<file path="src/rtl/uart_tx_fifo.sv">
// Transmit FIFO that buffers bus writes and launches bytes into the 8N1 UART
// transmitter, one start pulse per baud tick while the transmitter is ready.
module uart_tx_fifo #(
    parameter int DEPTH_LOG2 = 4
) (
    input  logic                  clock,
    input  logic                  reset,
    input  logic                  uart_tick,
    input  logic [7:0]            wr_data,
    input  logic                  wr_en,
    output logic                  full,
    output logic                  empty,
    output logic [DEPTH_LOG2:0]   count,
    output logic                  overflow,
    input  logic                  overflow_clr,
    input  logic                  tx_ready,
    output logic                  tx_start,
    output logic [7:0]            tx_data
);

    localparam int DEPTH = 1 << DEPTH_LOG2;
    localparam logic [DEPTH_LOG2:0] DEPTH_CNT = (DEPTH_LOG2 + 1)'(DEPTH);
    localparam logic [DEPTH_LOG2:0] ONE_CNT   = (DEPTH_LOG2 + 1)'(1);

    logic [7:0]            mem [DEPTH];
    logic [DEPTH_LOG2-1:0] wr_ptr;
    logic [DEPTH_LOG2-1:0] rd_ptr;
    logic                  push;
    logic                  pop;

    assign full     = (count == DEPTH_CNT);
    assign empty    = (count == '0);
    assign push     = wr_en & ~full;
    assign pop      = uart_tick & tx_ready & ~empty;
    assign tx_start = pop;
    assign tx_data  = mem[rd_ptr];

    // NOTE: the storage array has no reset; only pointers and count define validity,
    // and leaving it out of reset lets it map onto plain RAM/register-file cells.
    always_ff @(posedge clock) begin
        if (push) begin
            mem[wr_ptr] <= wr_data;
        end
    end

    always_ff @(posedge clock) begin
        if (reset) begin
            wr_ptr   <= '0;
            rd_ptr   <= '0;
            count    <= '0;
            overflow <= 1'b0;
        end else begin
            if (push) begin
                wr_ptr <= wr_ptr + 1'b1;
            end
            if (pop) begin
                rd_ptr <= rd_ptr + 1'b1;
            end
            case ({push, pop})
                2'b10:   count <= count + ONE_CNT;
                2'b01:   count <= count - ONE_CNT;
                default: count <= count;
            endcase
            // A fresh overflow wins over a clear in the same cycle.
            if (wr_en && full) begin
                overflow <= 1'b1;
            end else if (overflow_clr) begin
                overflow <= 1'b0;
            end
        end
    end

endmodule

</file>
<file path="config.mk">
export PLATFORM = sky130hd
export DESIGN_NAME = uart_tx_fifo
export DESIGN_NICKNAME = d
export VERILOG_FILES = /design/src/rtl/uart_tx_fifo.sv
export SDC_FILE = /design/constraint.sdc
export NUM_CORES = 1
export LEC_CHECK = 0
export ABC_AREA = 1
export CAP_MARGIN = 5
export CORE_UTILIZATION = 30
export DETAILED_ROUTE_END_ITERATION = 8
export GPL_ROUTABILITY_DRIVEN = 0
export PLACE_DENSITY_LB_ADDON = 0.2
export SYNTH_ARGS = -nofsm -noshare
export SYNTH_HDL_FRONTEND = slang
export SYNTH_SLANG_ARGS = --single-unit
</file>
<file path="constraint.sdc">
create_clock -name clock -period 3.6 [get_ports clock]
set_clock_uncertainty 0.1 [all_clocks]
set_input_delay 0.72 -clock clock [delete_from_list [all_inputs] [get_ports clock]]
set_output_delay 0.72 -clock clock [all_outputs]
set_load 0.03 [all_outputs]
</file>
# After elaboration in Yosys (flattened, before gate mapping)
# Memory sizes are Yosys's and may differ from the RTL's. A register that Yosys moved wholly into a read port is not among the register bits.
# Cells that the tools add are included.
[classes] add_sub_neg=4 eq_ne=3 muxes=7 n_bitwise=5 reduce_logical=4
[op_table] cell="5-bit case mux with 2 select lines" n=1
[op_table] cell="4-bit by 1-bit adder with 4-bit output, second input constant" n=2
[op_table] cell="4-bit two-way mux" n=2
[op_table] cell="5-bit by 1-bit adder with 5-bit output, second input constant" n=1
[op_table] cell="5-bit equality test, second input constant" n=1
[op_table] cell="5-bit zero test" n=1
[op_table] cell="5-bit by 1-bit subtractor with 5-bit output, second input constant" n=1
[op_table] cell="1-bit two-way mux" n=4
[op_table] cell="2-bit nonzero test" n=2
[op_table] cell="1-bit AND" n=3
[op_table] cell="2-bit by 1-bit equality test with 1-bit output, second input constant" n=1
[op_table] cell="2-bit equality test, second input constant" n=1
[op_table] cell="1-bit inverter" n=2
[op_table] cell="1-bit logical AND" n=1
[word_totals] ff_bits=14 ram_bits=128 in_bits=14 output_inout_bits=17 elab_cells=28 n_memories=1
[mem_list] name="mem" words=16 width=8 rd=1 rd_clocked_by_memory_dff=1 write_ports=1 line="25" text="logic [7:0] mem [DEPTH];"

# Depth between registers and ports, before layout
[depth] word_depth=5 ltp_mapped=15 depth_no_buf=15

# Least setup slack after synthesis
# OpenSTA, ideal clock, no wires.
[synth_path] path_type="input port to flip-flop" start="in uart_tick" end="reg count[4]" setup_time_ps=109 arrival_time_ps=2046 required_ps=3391 path_slack_ps=1345 stages=14 path_buffers=0 cell_sequence="nand2_1 > inv_1 > nand2_4 > inv_6 > ha_1 > xor2_1 > ha_1 > inv_1 > nand2_4 > nand2_2 > nand3_1 > nand3_1 > nand2_1 > inv_1"
[synth_between] elab_chain_len=4 word_cells_on_any_way=6
[synth_rtl] item="start, declared" line="8" text="input logic uart_tick,"
[synth_rtl] item="1-bit AND (*) (2 in a row)" line="34" text="assign pop = uart_tick & tx_ready & ~empty;"
[synth_rtl] item="via tx_start" line="17" text="output logic tx_start,"
[synth_rtl] item="2-bit by 1-bit equality test with 1-bit output or 2-bit equality test (tied branches)" line="59" text="case ({push, pop})"
[synth_rtl] item="5-bit case mux with 2 select lines or 2-bit nonzero test (tied branches)"
[synth_rtl] item="end signal, assigned" line="60" text="2'b10: count <= count + ONE_CNT;"
[synth_rtl] item="end signal, assigned" line="61" text="2'b01: count <= count - ONE_CNT;"
[synth_rtl] item="end signal, assigned" line="62" text="default: count <= count;"
[synth_rtl] item="end, declared" line="13" text="output logic [DEPTH_LOG2:0] count,"
# Mark *: on every way through the listed nets, which the timed path passes. The rest lies on a longest branch.
# A chain may end at the register's enable or synchronous reset.

==> impl_metrics.toml <==
[timing]
slew_headroom = 0.5164
tightest_slew_ps = 723.1
period_minus_slack_ps = 3137
hold_viol = 0
fin_crit_sh = 0.8714
fmax_mhz = 318.8
finalSetupViolations = 0
slew_viol_final = 0
fin_setup_tns_ps = 0
rsz0062_at_grt = "false"

[finish]
drive_above_1_share = 0.1314
synthToLayoutAreaGrowth_pct = 20.32
regArea_sq_mm = 0.004208
diodes = 0
post-route-cell-area_sq_mm = 0.007401
multi_input_area_sq_mm = 0.001590
fillers = 1953
final_nets = 557

[pwr]
power_switching_mw = 1.487
comb_power_share = 0.227
power_frac_seq = 0.423
swShare = 0.3060
power.density_mw_per_mm2 = 656.7
p_int_mw = 3.373
power.leakage_nw = 2.603
p_clk_frac = 0.350
ir_worst_vdd_mv = 0.3142

[yosys]
syn_avg_cell_area_sq_um = 12.66
ys_top_cells_by_count = "edfxtp_1 (128), inv_1 (59), a21oi_1 (41), o21ai_0 (36)"
ys_warn_count = 0
yosysMostFrequentCell = "edfxtp_1"
ys_ff_latch = 146
seq_area_frac_synth = 0.6835
syn_nets = 508
netlist_instances = 486
ys.flop_type = "edfxtp_1"
yosys.area.top_type = "edfxtp_1"
syn_area_sq_mm = 0.006151
synth_async_sr_flop_share = 0
yosys.cell_types.count = 29
synth_top_area_share = 0.6249
synthTopCellsByArea = "edfxtp_1 (62%), dfxtp_1 (5.9%), mux2i_1 (5.2%)"
synth_edf_count = 128

[global_route]
track_usage = 0.1410
grt_max_degree = 50
grt-ovfl-total = 0
grt_pass1_wl_mm = 21.86
antenna_found_initial = 0
grt_pass1_vias = 3711

[setup_path]
cp_max_fo = 21
cp-start-kind = "register"
crit_arrival_ps = 2320
required_ps = 2780
worstSetupPathType = "reg -> out"
path_cells = "buf_4 > a21oi_1 > o21ai_0 > o21ai_0 > o211ai_1 > nand2_1 > buf_4"
cp_top_family = "flip-flops"
crit_path_end_kind = "output port"
slowest_stage = "dfxtp_1"
worst_path_largest_cell_delay_ps = 730
worst-path-buf-inv = 2

[die]
die-area_sq_mm = 0.02108
fp.dieH_um = 145.2
initial_core_util = 0.3050
rows = 52
core_sq_mm = 0.02017
die_x_um = 145.2
num_io_pins = 31

[detailed_routing]
ant_nets = 0
post_drt_wl_per_cell_um = 17.14
first_pass_iters = 4
drt_iter0_drc = 210
drc = 0
routed_wl_mm = 14.02
vias_per_cell = 4.584
vias = 3750

[clock_tree]
clockRootBuffer = "clkbuf_16"
numClockSinks = 146
path_clk_slew_ps = 60
numCtsBuffers = 17
cts_tree = "done"
htreeDepth = 4
cts_resized = 0
cts_setup_buffers = 0
hold_buffers = 0
cts_max_path_buffers = 2
clock_latency_ps = 410

[placement]
postPlaceCellArea_sq_mm = 0.006832
dp_hpwl_mm = 8.958
io_buffers = 30

[flow_run]
maxCapViolCount = 0

[outcome]
status = "finished clean"

[worst_hold_path]
hold_class = "reg -> reg"
-- state kept, by name, summed over array words and instances (netlist names), named ones only --
register and count:
rd_ptr 4, mem 128, wr_ptr 4, overflow 1, count 5
-- cell type report --
| type | instances | share of cell area |
|---|---|---|
| Tap cell | 270 | 0.04565 |
| Timing Repair Buffer | 52 | 0.06188 |
| Sequential cell | 146 | 0.5686 |
| Clock buffer | 20 | 0.05900 |
| Clock inverter | 12 | 0.01792 |
| Inverter | 62 | 0.03212 |
| Multi-Input combinational cell | 256 | 0.2149 |
-- worst reg2reg max path, delay by kind of cell, from the launching register on --
family	cells	cell delay [ps]
fa+ha+maj	2	630
flops	1	390
buf+inv	3	170
simple gates	8	810
-- cells in the final DEF (no fill, tap or decap), types with 15 or more instances in the layout --
master and instances:
dfxtp_1 17, o21ai_0 36, edfxtp_1 128, nor2_1 29, nand2_1 30, clkdlybuf4s50_1 22, buf_4 29, mux2i_1 32
a21oi_1 41, o211ai_1 32, clkbuf_16 17, inv_1 59, nand3_1 15
-- path summary, 6_finish.rpt --
| check | from | slack [ps] | to | cells after the start |
|---|---|---|---|---|
| worst max-delay path | register | 460 | tx_data[6] | 7 |
| worst min-delay path | overflow$_SDFFE_PP0P_ | 370 | overflow$_SDFFE_PP0P_ | 2 |
| worst max register to register | count[2]$_SDFFE_PP0P_ | 1430 | count[4]$_SDFFE_PP0P_ | 13 |
| worst min register to register | overflow$_SDFFE_PP0P_ | 370 | overflow$_SDFFE_PP0P_ | 2 |
-- power groups by stage --
stage | Clock, mW | Combinational, mW | Sequential, mW
after floorplan | 0 | 0.744 | 2.07
after detailed placement | 0 | 1.11 | 2.09
after CTS | 1.74 | 1.12 | 2.06
after global placement | 0 | 1.10 | 2.09
final | 1.70 | 1.10 | 2.06
after global routing | 1.81 | 1.21 | 2.07
-- layer usage --
layer | vias up | GRT usage | routed length [um]
li1 | 1840 | - | -
met1 | 1822 | 0.1846 | 6608
met2 | 80 | 0.2291 | 6759
met3 | 8 | 0.04025 | 538
met4 | 0 | 0.03526 | 116
met5 | - | 0 | 0
-- logic make-up after synthesis --
kind of cell             count (synthesis)  synth area share
AO/OA/AOI/OAI                          120            0.1113
flip-flops                             146            0.6835
multiplexers                            32           0.05208
buffers and inverters                   84           0.05797
XOR/XNOR                                 5          0.008342
adder cells (fa/ha/maj)                  8           0.01627
AND/OR/NAND/NOR                         91           0.07059
-- through the flow --
step	worst slack, ps	util	hold slack, ps	power (mW)	std cells
after floorplan	1345	-	374.6	2.817	486
after global placement	599.9	0.3387	357.1	3.192	786
after detailed placement	603.3	0.3387	360.6	3.204	786
after CTS	393.6	0.3669	372.5	4.924	818
after global routing	263.9	0.3669	386.4	5.099	818
final	463.0	0.3669	373.3	4.860	818
Power figures use the tool's default switching activity.
